## config.mk

```make
export PLATFORM = sky130hd
export DESIGN_NAME = rcb_frl_delay_train_ctrl_flat
export DESIGN_NICKNAME = d
export VERILOG_FILES = /design/src/rtl/rcb_frl_delay_train_ctrl_if.sv /design/src/rtl/rcb_frl_delay_train_ctrl.sv /design/src/flat_wrapper.sv
export SDC_FILE = /design/constraint.sdc
export NUM_CORES = 1
export LEC_CHECK = 0
export BUFFER_PORTS_ARGS = -buffer_cell sky130_fd_sc_hd__buf_2
export CAP_MARGIN = 20
export CORE_ASPECT_RATIO = 0.75
export CORE_MARGIN = 2
export CORE_UTILIZATION = 65
export CTS_CLUSTER_DIAMETER = 50
export CTS_CLUSTER_SIZE = 12
export DETAILED_ROUTE_END_ITERATION = 10
export PLACE_DENSITY = 0.94
export SLEW_MARGIN = 20
export SYNTH_ARGS = -nofsm -noshare
export SYNTH_HDL_FRONTEND = slang
export SYNTH_SLANG_ARGS = --single-unit
```

## constraint.sdc

```tcl
create_clock -name clk -period 4.7 [get_ports clk]
set_clock_uncertainty 0.1 [all_clocks]
set_input_delay 0.94 -clock clk [delete_from_list [all_inputs] [get_ports clk]]
set_output_delay 0.94 -clock clk [all_outputs]
set_load 0.005 [all_outputs]
```

## src/rtl/rcb_frl_delay_train_ctrl_if.sv

```systemverilog
// Control/status bundle between the FRL delay-training controller and its user.
// The master side issues start and supplies the deserialized receive word.
// The slave side (the controller) drives the tap-counter code and training status.
interface rcb_frl_delay_train_ctrl_if;
    logic       start;      // single-cycle pulse, begins training
    logic [7:0] data_in;    // deserialized receive word, one per clk
    logic       count;      // tap counter enable
    logic       ud;         // tap counter direction / hold
    logic [6:0] tap_est;    // controller's mirror of the tap value
    logic [7:0] eye_width;  // width of the accepted eye
    logic       busy;
    logic       done;
    logic       fail;

    modport master (
        output start,
        output data_in,
        input  count,
        input  ud,
        input  tap_est,
        input  eye_width,
        input  busy,
        input  done,
        input  fail
    );

    modport slave (
        input  start,
        input  data_in,
        output count,
        output ud,
        output tap_est,
        output eye_width,
        output busy,
        output done,
        output fail
    );
endinterface

```

## src/rtl/rcb_frl_delay_train_ctrl.sv

```systemverilog
// FRL receive-path delay training controller.
// Sweeps the 7-bit IDELAY tap from 0 upward, qualifies each tap against the
// training word, accepts the first passing run of at least MIN_EYE taps and
// then walks the tap back down to the centre of that run.
// Tap counter code {count,ud}: 00 clear, 01 hold, 10 decrement, 11 increment.
module rcb_frl_delay_train_ctrl #(
    parameter logic [7:0]  PATTERN    = 8'h5C,
    parameter int unsigned SETTLE_CYC = 7,
    parameter int unsigned SAMPLE_CNT = 16,
    parameter int unsigned MIN_EYE    = 4
) (
    input logic                       clk,
    input logic                       rst,
    rcb_frl_delay_train_ctrl_if.slave bus
);

    localparam logic [7:0] SettleLast = 8'(SETTLE_CYC - 1);
    localparam logic [7:0] SampleLast = 8'(SAMPLE_CNT - 1);
    localparam logic [7:0] MinEye     = 8'(MIN_EYE);
    localparam logic [6:0] TapTop     = 7'd127;

    typedef enum logic [3:0] {
        StIdle,
        StClear,
        StSettle,
        StSample,
        StEval,
        StResolve,
        StStep,
        StCenter,
        StDone,
        StFailed
    } state_e;

    state_e     r_state;
    logic       r_count;
    logic       r_ud;
    logic [6:0] r_tap;
    logic [7:0] r_eye_width;
    logic       r_busy;
    logic       r_done;
    logic       r_fail;
    logic [7:0] r_settle_cnt;
    logic [7:0] r_sample_cnt;
    logic       r_pass;
    logic       r_in_eye;
    logic [6:0] r_eye_start;
    logic [7:0] r_eye_end;      // 8 bits so an eye running off the top can end at 128
    logic [6:0] r_centre;

    logic       w_match;
    logic       w_at_top;
    logic [7:0] w_width;
    logic [6:0] w_centre;

    // Per-cycle decode of the sampled word and the candidate eye geometry.
    always_comb begin
        w_match  = (bus.data_in == PATTERN);
        w_at_top = (r_tap == TapTop);
        w_width  = r_eye_end - {1'b0, r_eye_start};
        // start + width/2 stays below 128 because the eye ends at most at 128
        w_centre = r_eye_start + w_width[7:1];
    end

    // Training sequencer; every output comes straight from a register here.
    always_ff @(posedge clk or posedge rst) begin
        if (rst) begin
            r_state      <= StIdle;
            r_count      <= 1'b0;
            r_ud         <= 1'b1;
            r_tap        <= 7'd0;
            r_eye_width  <= 8'd0;
            r_busy       <= 1'b0;
            r_done       <= 1'b0;
            r_fail       <= 1'b0;
            r_settle_cnt <= 8'd0;
            r_sample_cnt <= 8'd0;
            r_pass       <= 1'b0;
            r_in_eye     <= 1'b0;
            r_eye_start  <= 7'd0;
            r_eye_end    <= 8'd0;
            r_centre     <= 7'd0;
        end else begin
            // Hold code unless a state below issues a one-cycle command.
            r_count <= 1'b0;
            r_ud    <= 1'b1;

            unique case (r_state)
                StIdle: begin
                    if (bus.start) begin
                        r_busy  <= 1'b1;
                        r_done  <= 1'b0;
                        r_fail  <= 1'b0;
                        r_state <= StClear;
                    end
                end

                StClear: begin
                    r_count      <= 1'b0;
                    r_ud         <= 1'b0;
                    r_tap        <= 7'd0;
                    r_eye_start  <= 7'd0;
                    r_in_eye     <= 1'b0;
                    r_settle_cnt <= 8'd0;
                    r_state      <= StSettle;
                end

                StSettle: begin
                    if (r_settle_cnt == SettleLast) begin
                        r_sample_cnt <= 8'd0;
                        r_state      <= StSample;
                    end else begin
                        r_settle_cnt <= r_settle_cnt + 8'd1;
                    end
                end

                StSample: begin
                    if (!w_match) begin
                        r_pass  <= 1'b0;
                        r_state <= StEval;
                    end else if (r_sample_cnt == SampleLast) begin
                        r_pass  <= 1'b1;
                        r_state <= StEval;
                    end else begin
                        r_sample_cnt <= r_sample_cnt + 8'd1;
                    end
                end

                StEval: begin
                    if (r_pass) begin
                        if (!r_in_eye) begin
                            r_eye_start <= r_tap;
                            r_in_eye    <= 1'b1;
                        end
                        if (!w_at_top) begin
                            r_state <= StStep;
                        end else begin
                            // eye still open at the last tap: close it one past the end
                            r_eye_end <= 8'd128;
                            r_state   <= StResolve;
                        end
                    end else if (r_in_eye) begin
                        r_eye_end <= {1'b0, r_tap};
                        r_state   <= StResolve;
                    end else if (!w_at_top) begin
                        r_state <= StStep;
                    end else begin
                        r_state <= StFailed;
                    end
                end

                StResolve: begin
                    if (w_width < MinEye) begin
                        // too narrow: discard and keep sweeping from the failing tap
                        r_in_eye <= 1'b0;
                        r_state  <= w_at_top ? StFailed : StStep;
                    end else begin
                        r_eye_width <= w_width;
                        r_centre    <= w_centre;
                        r_state     <= StCenter;
                    end
                end

                StStep: begin
                    if (!w_at_top) begin
                        r_count <= 1'b1;
                        r_ud    <= 1'b1;
                        r_tap   <= r_tap + 7'd1;
                    end
                    r_settle_cnt <= 8'd0;
                    r_state      <= StSettle;
                end

                StCenter: begin
                    // centre never lies above the current tap, so only decrements occur
                    if (r_tap != r_centre) begin
                        r_count <= 1'b1;
                        r_ud    <= 1'b0;
                        r_tap   <= r_tap - 7'd1;
                    end else begin
                        r_state <= StDone;
                    end
                end

                StDone: begin
                    r_busy  <= 1'b0;
                    r_done  <= 1'b1;
                    r_state <= StIdle;
                end

                StFailed: begin
                    r_count     <= 1'b0;
                    r_ud        <= 1'b0;
                    r_tap       <= 7'd0;
                    r_eye_width <= 8'd0;
                    r_busy      <= 1'b0;
                    r_fail      <= 1'b1;
                    r_state     <= StIdle;
                end

                default: begin
                    r_state <= StIdle;
                end
            endcase
        end
    end

    assign bus.count     = r_count;
    assign bus.ud        = r_ud;
    assign bus.tap_est   = r_tap;
    assign bus.eye_width = r_eye_width;
    assign bus.busy      = r_busy;
    assign bus.done      = r_done;
    assign bus.fail      = r_fail;

endmodule

```

## src/flat_wrapper.sv

```systemverilog
// flat-port wrapper written by rule: the top's interface ports become plain ports
module rcb_frl_delay_train_ctrl_flat 
#(
    parameter logic [7:0]  PATTERN    = 8'h5C,
    parameter int unsigned SETTLE_CYC = 7,
    parameter int unsigned SAMPLE_CNT = 16,
    parameter int unsigned MIN_EYE    = 4
)
  (clk, rst, bus_start, bus_data_in, bus_count, bus_ud, bus_tap_est, bus_eye_width, bus_busy, bus_done, bus_fail);
  rcb_frl_delay_train_ctrl_if bus_i ();
  input logic clk;
  input logic rst;
  input wire logic [$bits(bus_i.start)-1:0] bus_start;
  input wire logic [$bits(bus_i.data_in)-1:0] bus_data_in;
  output wire logic [$bits(bus_i.count)-1:0] bus_count;
  output wire logic [$bits(bus_i.ud)-1:0] bus_ud;
  output wire logic [$bits(bus_i.tap_est)-1:0] bus_tap_est;
  output wire logic [$bits(bus_i.eye_width)-1:0] bus_eye_width;
  output wire logic [$bits(bus_i.busy)-1:0] bus_busy;
  output wire logic [$bits(bus_i.done)-1:0] bus_done;
  output wire logic [$bits(bus_i.fail)-1:0] bus_fail;
  assign bus_i.start = bus_start;
  assign bus_i.data_in = bus_data_in;
  assign bus_count = bus_i.count;
  assign bus_ud = bus_i.ud;
  assign bus_tap_est = bus_i.tap_est;
  assign bus_eye_width = bus_i.eye_width;
  assign bus_busy = bus_i.busy;
  assign bus_done = bus_i.done;
  assign bus_fail = bus_i.fail;
  rcb_frl_delay_train_ctrl #(.PATTERN(PATTERN), .SETTLE_CYC(SETTLE_CYC), .SAMPLE_CNT(SAMPLE_CNT), .MIN_EYE(MIN_EYE)) u_core (.clk(clk), .rst(rst), .bus(bus_i));
endmodule
```

Word level (Yosys, flattened, before mapping)
Index checks and enable logic that the tools add are counted.
- bits in registers: 64
- word-level logic and storage cells: 122
- add/subtract/negate cells: 6
- $lt $le $gt $ge: 1
- equal/unequal tests: 29
- mux-type cells: 43
- bitwise operators: 1
- reductions and logical operators: 27
- operators with widths (operator ; number):
    $mux 8 ; 8
    $pmux 8 s2 ; 3
    $mux 4 ; 9
    $mux 7 ; 4
    $pmux 4 s7 ; 1
    $pmux 7 s3 ; 1
    $ne 2x2->1 const B ; 9
    $add 8x1->8 const B ; 2
    $eq 4x3->1 const B ; 4
    $reduce_bool 2->1 ; 8
    $pmux 7 s2 ; 1
    $reduce_and 2->1 ; 7
    $reduce_and 3->1 ; 4
    $ne 2x1->1 const B ; 5
    $pmux 1 s2 ; 5
    $mux 1 ; 9
    $eq 4x2->1 const B ; 2
    $eq 4x4->1 const B ; 2
    $eq 8x3->1 const B ; 1
    $eq 8x4->1 const B ; 1
    $eq 8x7->1 const B ; 1
    $lt 8x3->1 const B ; 1
    $reduce_and 4->1 ; 2
    $sub 8x7->8 ; 1
    13 further kinds ; 16

Longest topological paths before layout
- depth after elaboration: 5
- gate-level depth with buffers: 14
- depth with buffers taken out: 14

Least setup slack after synthesis
Ideal clock, no wire load.
- path type: register to register
- start point: reg u_core.r_eye_start[0]
- end point: reg u_core.r_centre[5]
- setup time: 0.125 ns
- arrival: 2.721 ns
- required time: 4.475 ns
- path slack: 1.755 ns
- stages on the path, launching flop included: 11
- buffers on the path: 0
- path through: dfrtp_1 ha_1 fa_1 xnor2_1 ha_1 a21o_1 a21oi_1 o21bai_1 maj3_1 xor2_1 mux2_2
- longest elaborated chain between the ends: 4
- elaborated cells between the ends (all ways): 5
- those cells by class: add/sub: 2; order compare: 1; bitwise: 1; reduce/logical: 1
- RTL lines (item ; RTL line ; RTL):
    start, declared ; rcb_frl_delay_train_ctrl.sv:47 ; logic [6:0] r_eye_start;
    start signal, assigned ; rcb_frl_delay_train_ctrl.sv:132 ; r_eye_start <= r_tap;
    $sub 8x7->8 ; rcb_frl_delay_train_ctrl.sv:60 ; w_width = r_eye_end - {1'b0, r_eye_start};
    $lt 8x3->1 ; rcb_frl_delay_train_ctrl.sv:153 ; if (w_width < MinEye) begin
    $not 1->1 (no line) ; - ;
    $reduce_and 2->1 (no line) ; - ;
    end signal, assigned ; rcb_frl_delay_train_ctrl.sv:159 ; r_centre <= w_centre;
    end, declared ; rcb_frl_delay_train_ctrl.sv:49 ; logic [6:0] r_centre;
Several ways; a longest one is shown, not always the timed one.
A chain may end at the register's enable or synchronous reset.

Worst setup path after layout
Same ends and word-level chain as after synthesis.

==> impl_results.md <==
* RSZ-0062 raised after global routing: no
* Dominant combinational cell family by area after synthesis: simple AND/OR/NAND/NOR gates
* Crit. End Element: flop
* Area Overhead vs Synth at 10.8%
* WP data required at 4.84 ns
* Top Layer Used: met4
* CTS Buffer Depth at 2
* Syn nets at 419
* FP Rows at 24
* Slew at the pin closest to its max-slew limit at 0.944 ns
* Die W at 92.5 µm
* Most frequent cells in the layout: dfrtp_1 (63), nand2_1 (34), nor2_1 (32)
* TritonCTS clock tree: done
* Crit Path Category: flop to flop
* Vias per std cell at 6.17
* Fin. Hold Viols at 0
* Initial antenna violation count at 0
* Achievable clock frequency at 307 MHz
* Max FO, Critical Path at 4
* Hold Crit Class: flop to flop
* DRT Pass-1 Iters at 6
* Met3 routed WL at 825 µm
* Die Ht at 70.4 µm
* Clk pwr share at 0.271
* FF-to-FF path depth at 10
* Post-synthesis xor/xnor area fraction at 0.0803
* Pwr Total at 0.00199 W
* Routed WL at 8.50 mm
* Total gr overflow at 0
* Post-synthesis mux area share at 0.0337
* Endpoints failing setup at 0
* Io pins at 31
* Vias in the first global route at 2912
* Most common cell after layout, fill and taps aside: dfrtp_1
* DRT met1 WL at 3.82 mm
* Metal2 WL at 3.72 mm
* Nets at 450
* Antenna-violating nets left at 0
* Mapped Area at 3820 µm²
* Critical path launch point type: flop
* Ys async rst share at 1.00
* Pin count of the biggest net entering global routing at 38
* Share of post-route cells with drive strength above 1 at 0.171
* Skew-Pair Late Insertion Delay at 0.35 ns
* Yosys warns at 0
* Post-Syn Instances at 384
* Distinct cells, synth at 62
* Via count at 3073
* Sequential Power Share at 0.389
* Hold slack at 0.399 ns
* Global-route wire length before repair at 14.2 mm
* PwrDens at 471 nW/µm²
* GR Util All Layers at 0.283
* P_int at 0.00124 W
* Dpl ws at 1.50 ns
* Post-route setup TNS at 0 ns
* IO buf count at 30
* DPL Wire Length at 6.25 mm
* Data arrival, critical path at 3.39 ns
* CORE AREA at 5740 µm²
* Root buffer cell: clkbuf_8
* Layout Utilization at 0.738
* PostCTS Resize Cnt at 0
* Leakage power at 2.09 nW
* Adder-cell share of the synthesized area at 0.0872
* Status: complete, no violations
* NetSw at 0.000751 W
* Combinational share of power at 0.339
* Worst vdd ir at 0.273 mV
* Final-report max-slew violation count at 0
* # hold bufs at CTS at 0
* Post-Synth Simple-Gate Area at 0.170
* H-tree depth at 3
* EDFF count, synth at 0
* WL per Instance at 17.1 µm
* Switch share at 0.377
* # diodes at 0
* Number of CTS-inserted buffers at 9
* Initial Util at 0.666
* Min Tclk post-route at 3.25 ns
* Max-cap viol count at 0
* R2r setup slk at 1.45 ns
* Placer congestion estimate at 0.993
* Tcrit/Tclk final at 0.692
* Post-CTS Setup Inserts at 0
* Min-Delay Path Depth at 1
* Final worst slack at 1.45 ns
* Syn_area_per_cell at 9.94 µm²
* Post-synthesis sequential area ratio at 0.420
* Synth Flop Type: dfrtp_1
* Worst-path clk slew at 0.08 ns
* Remaining DRCs at 0
* Clk sinks at 64
* DIE AREA at 6510 µm²
* Post-synthesis compound-gate area fraction at 0.170
* Drt initial violations at 283
* Seq cells post-synth at 64
* Slew HR at 0.366
-- layer usage --
| metal | global-route usage | vias to the layer above |
|---|---|---|
| met2 | 0.418 | 179 |
| met4 | 0.0846 | 0 |
| met3 | 0.102 | 22 |
| li1 | - | 1429 |
| met5 | 0 | - |
| met1 | 0.394 | 1443 |
-- power by group through the flow --
stage                     logic, W  registers (W)  clock network [W]
after CTS                 0.000666       0.000770           0.000547
after global placement    0.000631       0.000770                  0
after global routing      0.000749       0.000787           0.000572
final                     0.000676       0.000775           0.000540
after floorplan           0.000529       0.000719                  0
after detailed placement  0.000658       0.000778                  0
-- cells in the mapped netlist (2+ instances only) --
master / n / area share
dfrtp_1: 63 / 0.41
a21oi_1: 26 / 0.034
nor2_1: 32 / 0.031
mux2_2: 7 / 0.021
or3_1: 3 / 0.0049
o31a_2: 2 / 0.0052
inv_1: 19 / 0.019
a21o_1: 6 / 0.012
and3_2: 2 / 0.0039
nor3_1: 11 / 0.014
clkbuf_1: 4 / 0.0039
nor2b_1: 4 / 0.0066
ha_1: 21 / 0.069
nand2b_1: 4 / 0.0066
o21a_1: 4 / 0.0079
buf_6: 3 / 0.0088
nor4b_1: 2 / 0.0046
a22o_1: 15 / 0.034
mux2i_1: 5 / 0.013
a31oi_1: 3 / 0.0049
nor4_1: 2 / 0.0033
nand2_1: 34 / 0.033
nand3_1: 9 / 0.012
fa_1: 3 / 0.016
nand4_1: 6 / 0.0098
xor2_1: 15 / 0.034
a31o_2: 3 / 0.0069
xnor2_1: 20 / 0.046
buf_2: 3 / 0.0039
and3_1: 3 / 0.0049
o21ai_0: 15 / 0.020
o21bai_1: 5 / 0.0098
-- worst max-delay path, cell delays in order (launching register included) --
cell      delay [ns]
dfrtp_1         0.44
ha_1            0.22
fa_1            0.43
xnor2_1         0.36
ha_1            0.30
a21o_1          0.16
a21oi_1         0.21
o21bai_1        0.11
maj3_1          0.39
xor2_1          0.16
mux2_2          0.27
-- metrics by stage --
step           instance area, µm²  cells
4_1_cts                      4230    498
2_1_floorplan                3820    384
6_report                     4230    498
3_3_place_gp                 4000    482
3_5_place_dp                 4000    482
5_1_grt                      4230    498
-- layout make-up --
cell class	count	area (µm²)
multi-input combinational	290	2070
sequential	64	1600
tap	78	97.6
fill	382	1510
clock buffer	10	138
clock inverter	6	91.3
inverter	19	71.3
timing repair buffer	31	158
-- state kept, by name (all words and copies together) (netlist names), 4 cells and up --
register	flops
u_core.bus.eye_width	8
u_core.bus.tap_est	7
u_core.r_centre	7
u_core.r_eye_end	8
u_core.r_eye_start	7
u_core.r_sample_cnt	8
u_core.r_settle_cnt	8
u_core.r_state	4
-- worst paths after layout --
kind | from | end
worst max-delay path | u_core.r_eye_start[0]$_DFFE_PP0P_ | u_core.r_centre[5]$_DFFE_PP0P_
worst min-delay path | u_core.bus.done$_DFFE_PP0P_ | u_core.bus.done$_DFFE_PP0P_
worst max register to register | u_core.r_eye_start[0]$_DFFE_PP0P_ | u_core.r_centre[5]$_DFFE_PP0P_
worst min register to register | u_core.bus.done$_DFFE_PP0P_ | u_core.bus.done$_DFFE_PP0P_
max in group asynchronous | rst | u_core.r_eye_end[6]$_DFFE_PP0P_
min in group asynchronous | rst | u_core.r_pass$_DFFE_PP0P_
-- cell families (layout without fill, tap and decap cells) --
logic type      Yosys count  in the layout
buf+inv                  30             66
mux                      12             12
xor+xnor                 35             35
compound gates           93             93
simple gates            125            125
fa+ha+maj                25             25
flops                    64             64
(Power assumes the default switching activity.)
